### src/rtl/op2_imm_encoder_if.sv
// Request/response bundle for op2_imm_encoder: a 32-bit constant in, an operand-2 encoding out.
// Both directions use valid/ready; the encoder side is the slave modport.
`timescale 1ns/1ps
interface op2_imm_encoder_if;
   logic        in_valid;
   logic        in_ready;
   logic [31:0] in_value;
   logic        out_valid;
   logic        out_ready;
   logic        out_found;
   logic        out_invert;
   logic [12:0] out_op2;

   modport master (
      output in_valid, in_value, out_ready,
      input  in_ready, out_valid, out_found, out_invert, out_op2
   );

   modport slave (
      input  in_valid, in_value, out_ready,
      output in_ready, out_valid, out_found, out_invert, out_op2
   );
endinterface

### src/rtl/op2_imm_encoder.sv
// Finds the lowest even rotation expressing a 32-bit constant as ROR(imm8, 2*rot); OP2_IMM_INVERT_EN also accepts ~value.
// Latency k+1 edges for a hit at rot k, else 16; result held until out_ready, input accepted only when idle.
`timescale 1ns/1ps
module op2_imm_encoder (
   input  logic              clk,
   input  logic              rst_n,
   op2_imm_encoder_if.slave  bus
);

   typedef enum logic [1:0] {
      IDLE   = 2'd0,
      SEARCH = 2'd1,
      DONE   = 2'd2
   } state_t;

   state_t      state_q, state_d;
   logic [3:0]  rot_q, rot_d;
   logic [31:0] val_q, val_d;
   logic        in_ready_q, in_ready_d;
   logic        out_valid_q, out_valid_d;
   logic        out_found_q, out_found_d;
   logic        out_invert_q, out_invert_d;
   logic [12:0] out_op2_q, out_op2_d;

   logic [4:0]  shamt;
   logic [31:0] rol_val;
   logic        plain_hit;

`ifdef OP2_IMM_INVERT_EN
   logic        inv_found_q, inv_found_d;
   logic [11:0] inv_field_q, inv_field_d;
   logic        inv_hit;
   logic [11:0] inv_field_now;
`endif

   // ROL(v, s) as two shifts; a right shift by 32 yields zero, which covers s == 0.
   always_comb begin
      shamt     = {rot_q, 1'b0};
      rol_val   = (val_q << shamt) | (val_q >> (6'd32 - {1'b0, shamt}));
      plain_hit = (rol_val[31:8] == 24'h0);
   end

`ifdef OP2_IMM_INVERT_EN
   // ROL(~v) == ~ROL(v), so the inverted test reuses the same rotator.
   always_comb begin
      inv_hit       = &rol_val[31:8];
      inv_field_now = {rot_q, ~rol_val[7:0]};
   end
`endif

   always_comb begin
      state_d      = state_q;
      rot_d        = rot_q;
      val_d        = val_q;
      in_ready_d   = in_ready_q;
      out_valid_d  = out_valid_q;
      out_found_d  = out_found_q;
      out_invert_d = out_invert_q;
      out_op2_d    = out_op2_q;
`ifdef OP2_IMM_INVERT_EN
      inv_found_d  = inv_found_q;
      inv_field_d  = inv_field_q;
`endif

      case (state_q)
         IDLE: begin
            if (bus.in_valid) begin
               val_d      = bus.in_value;
               rot_d      = 4'd0;
               in_ready_d = 1'b0;
               state_d    = SEARCH;
`ifdef OP2_IMM_INVERT_EN
               inv_found_d = 1'b0;
               inv_field_d = 12'h0;
`endif
            end
         end

         SEARCH: begin
`ifdef OP2_IMM_INVERT_EN
            if (!inv_found_q && inv_hit) begin
               inv_found_d = 1'b1;
               inv_field_d = inv_field_now;
            end
`endif
            if (plain_hit) begin
               out_valid_d  = 1'b1;
               out_found_d  = 1'b1;
               out_invert_d = 1'b0;
               out_op2_d    = {1'b1, rot_q, rol_val[7:0]};
               state_d      = DONE;
            end else if (rot_q == 4'hF) begin
               out_valid_d  = 1'b1;
               out_found_d  = 1'b0;
               out_invert_d = 1'b0;
               out_op2_d    = 13'h0;
               state_d      = DONE;
`ifdef OP2_IMM_INVERT_EN
               // The last rotation may itself be the first inverted hit.
               if (inv_found_q) begin
                  out_found_d  = 1'b1;
                  out_invert_d = 1'b1;
                  out_op2_d    = {1'b1, inv_field_q};
               end else if (inv_hit) begin
                  out_found_d  = 1'b1;
                  out_invert_d = 1'b1;
                  out_op2_d    = {1'b1, inv_field_now};
               end
`endif
            end else begin
               rot_d = rot_q + 4'd1;
            end
         end

         DONE: begin
            if (bus.out_ready) begin
               out_valid_d = 1'b0;
               in_ready_d  = 1'b1;
               state_d     = IDLE;
            end
         end

         default: begin
            out_valid_d = 1'b0;
            in_ready_d  = 1'b1;
            state_d     = IDLE;
         end
      endcase
   end

   always_ff @(posedge clk or negedge rst_n) begin
      if (!rst_n) begin
         state_q      <= IDLE;
         rot_q        <= 4'd0;
         val_q        <= 32'h0;
         in_ready_q   <= 1'b1;
         out_valid_q  <= 1'b0;
         out_found_q  <= 1'b0;
         out_invert_q <= 1'b0;
         out_op2_q    <= 13'h0;
`ifdef OP2_IMM_INVERT_EN
         inv_found_q  <= 1'b0;
         inv_field_q  <= 12'h0;
`endif
      end else begin
         state_q      <= state_d;
         rot_q        <= rot_d;
         val_q        <= val_d;
         in_ready_q   <= in_ready_d;
         out_valid_q  <= out_valid_d;
         out_found_q  <= out_found_d;
         out_invert_q <= out_invert_d;
         out_op2_q    <= out_op2_d;
`ifdef OP2_IMM_INVERT_EN
         inv_found_q  <= inv_found_d;
         inv_field_q  <= inv_field_d;
`endif
      end
   end

   assign bus.in_ready   = in_ready_q;
   assign bus.out_valid  = out_valid_q;
   assign bus.out_found  = out_found_q;
   assign bus.out_invert = out_invert_q;
   assign bus.out_op2    = out_op2_q;

endmodule

### src/flat_wrapper.sv
// flat-port wrapper written by rule: the top's interface ports become plain ports
module op2_imm_encoder_flat 
  (clk, rst_n, bus_in_valid, bus_in_value, bus_out_ready, bus_in_ready, bus_out_valid, bus_out_found, bus_out_invert, bus_out_op2);
  op2_imm_encoder_if bus_i ();
  input  logic clk;
  input  logic rst_n;
  input wire logic [$bits(bus_i.in_valid)-1:0] bus_in_valid;
  input wire logic [$bits(bus_i.in_value)-1:0] bus_in_value;
  input wire logic [$bits(bus_i.out_ready)-1:0] bus_out_ready;
  output wire logic [$bits(bus_i.in_ready)-1:0] bus_in_ready;
  output wire logic [$bits(bus_i.out_valid)-1:0] bus_out_valid;
  output wire logic [$bits(bus_i.out_found)-1:0] bus_out_found;
  output wire logic [$bits(bus_i.out_invert)-1:0] bus_out_invert;
  output wire logic [$bits(bus_i.out_op2)-1:0] bus_out_op2;
  assign bus_i.in_valid = bus_in_valid;
  assign bus_i.in_value = bus_in_value;
  assign bus_i.out_ready = bus_out_ready;
  assign bus_in_ready = bus_i.in_ready;
  assign bus_out_valid = bus_i.out_valid;
  assign bus_out_found = bus_i.out_found;
  assign bus_out_invert = bus_i.out_invert;
  assign bus_out_op2 = bus_i.out_op2;
  op2_imm_encoder u_core (.clk(clk), .rst_n(rst_n), .bus(bus_i));
endmodule
### config.mk
export PLATFORM = sky130hd
export DESIGN_NAME = op2_imm_encoder_flat
export DESIGN_NICKNAME = d
export VERILOG_FILES = /design/src/rtl/op2_imm_encoder_if.sv /design/src/rtl/op2_imm_encoder.sv /design/src/flat_wrapper.sv
export SDC_FILE = /design/constraint.sdc
export NUM_CORES = 1
export LEC_CHECK = 0
export ABC_CLOCK_PERIOD_IN_PS = 5700
export BUFFER_PORTS_ARGS = -buffer_cell sky130_fd_sc_hd__buf_4
export CAP_MARGIN = 5
export CELL_PAD_IN_SITES_DETAIL_PLACEMENT = 0
export CELL_PAD_IN_SITES_GLOBAL_PLACEMENT = 1
export CORE_ASPECT_RATIO = 1.4
export CORE_UTILIZATION = 48
export DETAILED_ROUTE_END_ITERATION = 7
export HOLD_SLACK_MARGIN = 0.03
export PLACE_DENSITY = 0.95
export RECOVER_POWER = 50
export SYNTH_ARGS = -nofsm -noshare
export SYNTH_HDL_FRONTEND = slang
export SYNTH_SLANG_ARGS = --single-unit
### constraint.sdc
create_clock -name clk -period 5.7 [get_ports clk]
set_input_delay 0.285 -clock clk [delete_from_list [all_inputs] [get_ports clk]]
set_output_delay 0.285 -clock clk [all_outputs]
set_load 0.005 [all_outputs]
==> reports/results.ini <==
[yosys]
synth-compound-area-share_pct=14.2
synth_top_area_share_pct=32.5
synth.area.mux_share_pct=21.5
synth_xor_area_share_pct=0
synth_flop_cell=dfrtp_1
yosysTopAreaCell=dfrtp_1
synth_top_family_by_area=simple AND/OR/NAND/NOR gates
synthAdderAreaFrac_pct=0.625
synthCells=465
ys_seq_area_share_pct=33.1
syn_avg_cell_area_um2=8.62
synth_fp_nets=503
synth-edff-count=0
synth_seq_cells=53
synthArstFlopShare_pct=100
yosys.area_share.simple_pct=25.1
yosys-top-cells-area=dfrtp_1, nand2_1, mux4_2
synth_warnings=0
netlist_area_mm2=0.00401
synth_cell_type_count=58

[setup_path]
path_cells=buf_4 -> inv_1 -> ha_1 -> buf_4 -> or3b_2 -> a211o_1 -> nor3_2 -> a31oi_1 -> a221oi_2 -> nand4_4 -> nor2_8 -> mux2i_1
cpPeakStageDelay_ns=0.62
critPathArrivalTime_ns=4.38
endpoint_kind=flip-flop
critPathRequiredTime_ns=5.92
timing.rr.start=u_core.rot_q[1]
crit_fanout=36
cpMostUsedCell=buf_4
worstSetupPathType=reg -> reg
crit_path_top_delay_cell=ha_1
timing.rr.end=u_core.bus.out_op2[6]
regToRegSetupSlack_ns=1.54
cp-start-kind=flip-flop
r2r_cells=12

[die]
core_area_mm2=0.00815
die_x_um=79.2
die_area_mm2=0.00872
rows=39
initial_utilization_pct=49.2
io_pins=53
die_y_um=110

[clock_network]
postCtsSetupRepairBufs=0
insertion_delay_ns=0.30
htree_levels=2
cts_buffer_depth=2
ctsResizeCount=0
cts_buffers=5
cts-root-buf=clkbuf_16
cts_hold_buffers=0
tritoncts=built
clock-sinks=53
clkTransAtPathRegs_ns=0.07

[status]
violations=max-capacitance violations, max-slew violations
status=finished, violations left

[grt]
first_global_vias=3235
grt_pass1_wl_um=15700
antenna_found_initial=0
grt_max_degree=66
gr-usage-all-layers_pct=23.1
overflow=0

[min_path]
min_to=u_core.val_q[14]
min_from=bus_in_value[14]
whs_path_depth=3
worstHoldPathType=in -> reg

[final_layout]
n_antenna_cell=0
final_common_cell=nand2_1
final_layout_size_suffix_gt1_share_pct=19.0
final_core_util_pct=55.9
area_growth_pct=13.6
final_nets=526
instances_no_fill=591
layout_common_cells=nand2_1, dfrtp_1, buf_4

[power_and_ir_drop]
p_clk_share_pct=12.0
p_sw_share_pct=46.9
power.internal_w=0.00171
p_comb_share_pct=62.2
powerDensity_mw_per_mm2=708
p_switching_w=0.00151
peakVddDrop_uv=297
p_leak_nw=2.04
p_seq_share_pct=25.8

[placement]
port_buffers=51
place.gp.congestion=0.906
dp.cells=583
dp_slack_ns=1.60
dp.final_hpwl_um=6760

[routing]
drt_iter0_drc=350
drc=0
detail_route.wl_per_cell_um=16.6
vias=3569
final_antenna_net_count=0
first_pass_iters=5
avgViaCountPerCell=6.04
wl_um=9840

[sta]
setup_ws_ns=1.54
min_period_ns=4.16
relSlewSlack_pct=-86.4
fmax_ghz=0.240
rsz0062_at_grt=no
setup_violations=0
fin_worst_hold_slack_ns=0.170
final-hold-violation-count=0
fin_tns_setup_ns=0
skew_ns=0.00404
drv_slew=54
worstMarginPinSlew_ns=2.80
final.period_utilization_pct=73.0

[job]
maxCapViolations=1

## power groups by stage
stage               clock network [W]  registers, W  logic, W
finish                       0.000387      0.000832   0.00201
global route                 0.000402      0.000858   0.00218
CTS                          0.000393      0.000821   0.00199
detailed placement                  0      0.000829   0.00197
global placement                    0      0.000819   0.00193
floorplan                           0      0.000684   0.00166
## flip-flops by register name, indices dropped and copies added (netlist names)
| register | cells |
|---|---|
| u_core.val_q | 32 |
| u_core.rot_q | 4 |
| u_core.bus.out_valid | 1 |
| u_core.bus.out_op2 | 13 |
| u_core.bus.in_ready | 1 |
| u_core.state_q | 2 |
## per-layer routing
layer	GRT usage, %	wire, µm	up-vias
met5	0	0	-
met4	10.5	328	0
met3	3.37	372	30
met2	40.6	5030	106
met1	27.9	4110	1715
li1	-	-	1718
## Yosys cell counts, drive strengths merged, types with 6 or more instances
| cell type | instances |
|---|---|
| a21oi | 18 |
| a31oi | 9 |
| buf | 11 |
| clkbuf | 28 |
| dfrtp | 52 |
| inv | 8 |
| mux2i | 32 |
| mux4 | 22 |
| nand2 | 128 |
| nand3 | 6 |
| nor2 | 33 |
| nor2b | 6 |
| nor3 | 18 |
| nor3b | 6 |
| o21ai | 17 |
| o22ai | 7 |
## logic make-up after synthesis
| family | count (synthesis) |
|---|---|
| other cells | 1 |
| flops | 53 |
| buf+inv | 47 |
| mux | 56 |
| fa+ha+maj | 2 |
| simple gates | 220 |
| compound gates | 86 |
## area by class of cell
type | instances | area [µm²]
repair buffers | 55 | 409
fillers | 751 | 3600
flip-flops and latches | 53 | 1330
clock buffers | 5 | 125
clock inverters | 3 | 65.1
inverters | 8 | 30.0
multi-input cells | 365 | 2470
well taps | 102 | 128
## metrics by stage
| stage | power [W] | cell area [µm²] |
|---|---|---|
| 2_1_floorplan | 0.00234 | 4010 |
| 3_3_place_gp | 0.00274 | 4370 |
| 3_5_place_dp | 0.00280 | 4370 |
| 4_1_cts | 0.00321 | 4560 |
| 5_1_grt | 0.00344 | 4550 |
| 6_report | 0.00323 | 4550 |
## worst max path at each step
| stage | depth (start not counted) | start | slack, ns | end |
|---|---|---|---|---|
| after CTS | 12 | u_core.rot_q[1] | 1.55 | u_core.bus.out_op2[6] |
| after global routing | 12 | u_core.rot_q[1] | 1.37 | u_core.bus.out_op2[7] |
| after detailed placement | 12 | u_core.rot_q[1] | 1.60 | u_core.bus.out_op2[6] |
| after global placement | 12 | u_core.rot_q[1] | 1.78 | u_core.bus.out_op2[8] |
| final | 12 | u_core.rot_q[1] | 1.54 | u_core.bus.out_op2[6] |
| after floorplan | 15 | u_core.rot_q[0] | 1.86 | u_core.bus.out_op2[8] |
## worst max-delay path, delay by kind of cell, from the launching register on
kind                       cells  cell delay, ns
muxes                          1            0.24
adders and majority gates      1            0.62
and+or+nand+nor                4            1.15
AOI/OAI and AO/OA              3            0.76
DFF                            1            0.33
buffers and inverters          3            0.93
Note: power is estimated with default switching activity, not from simulation.
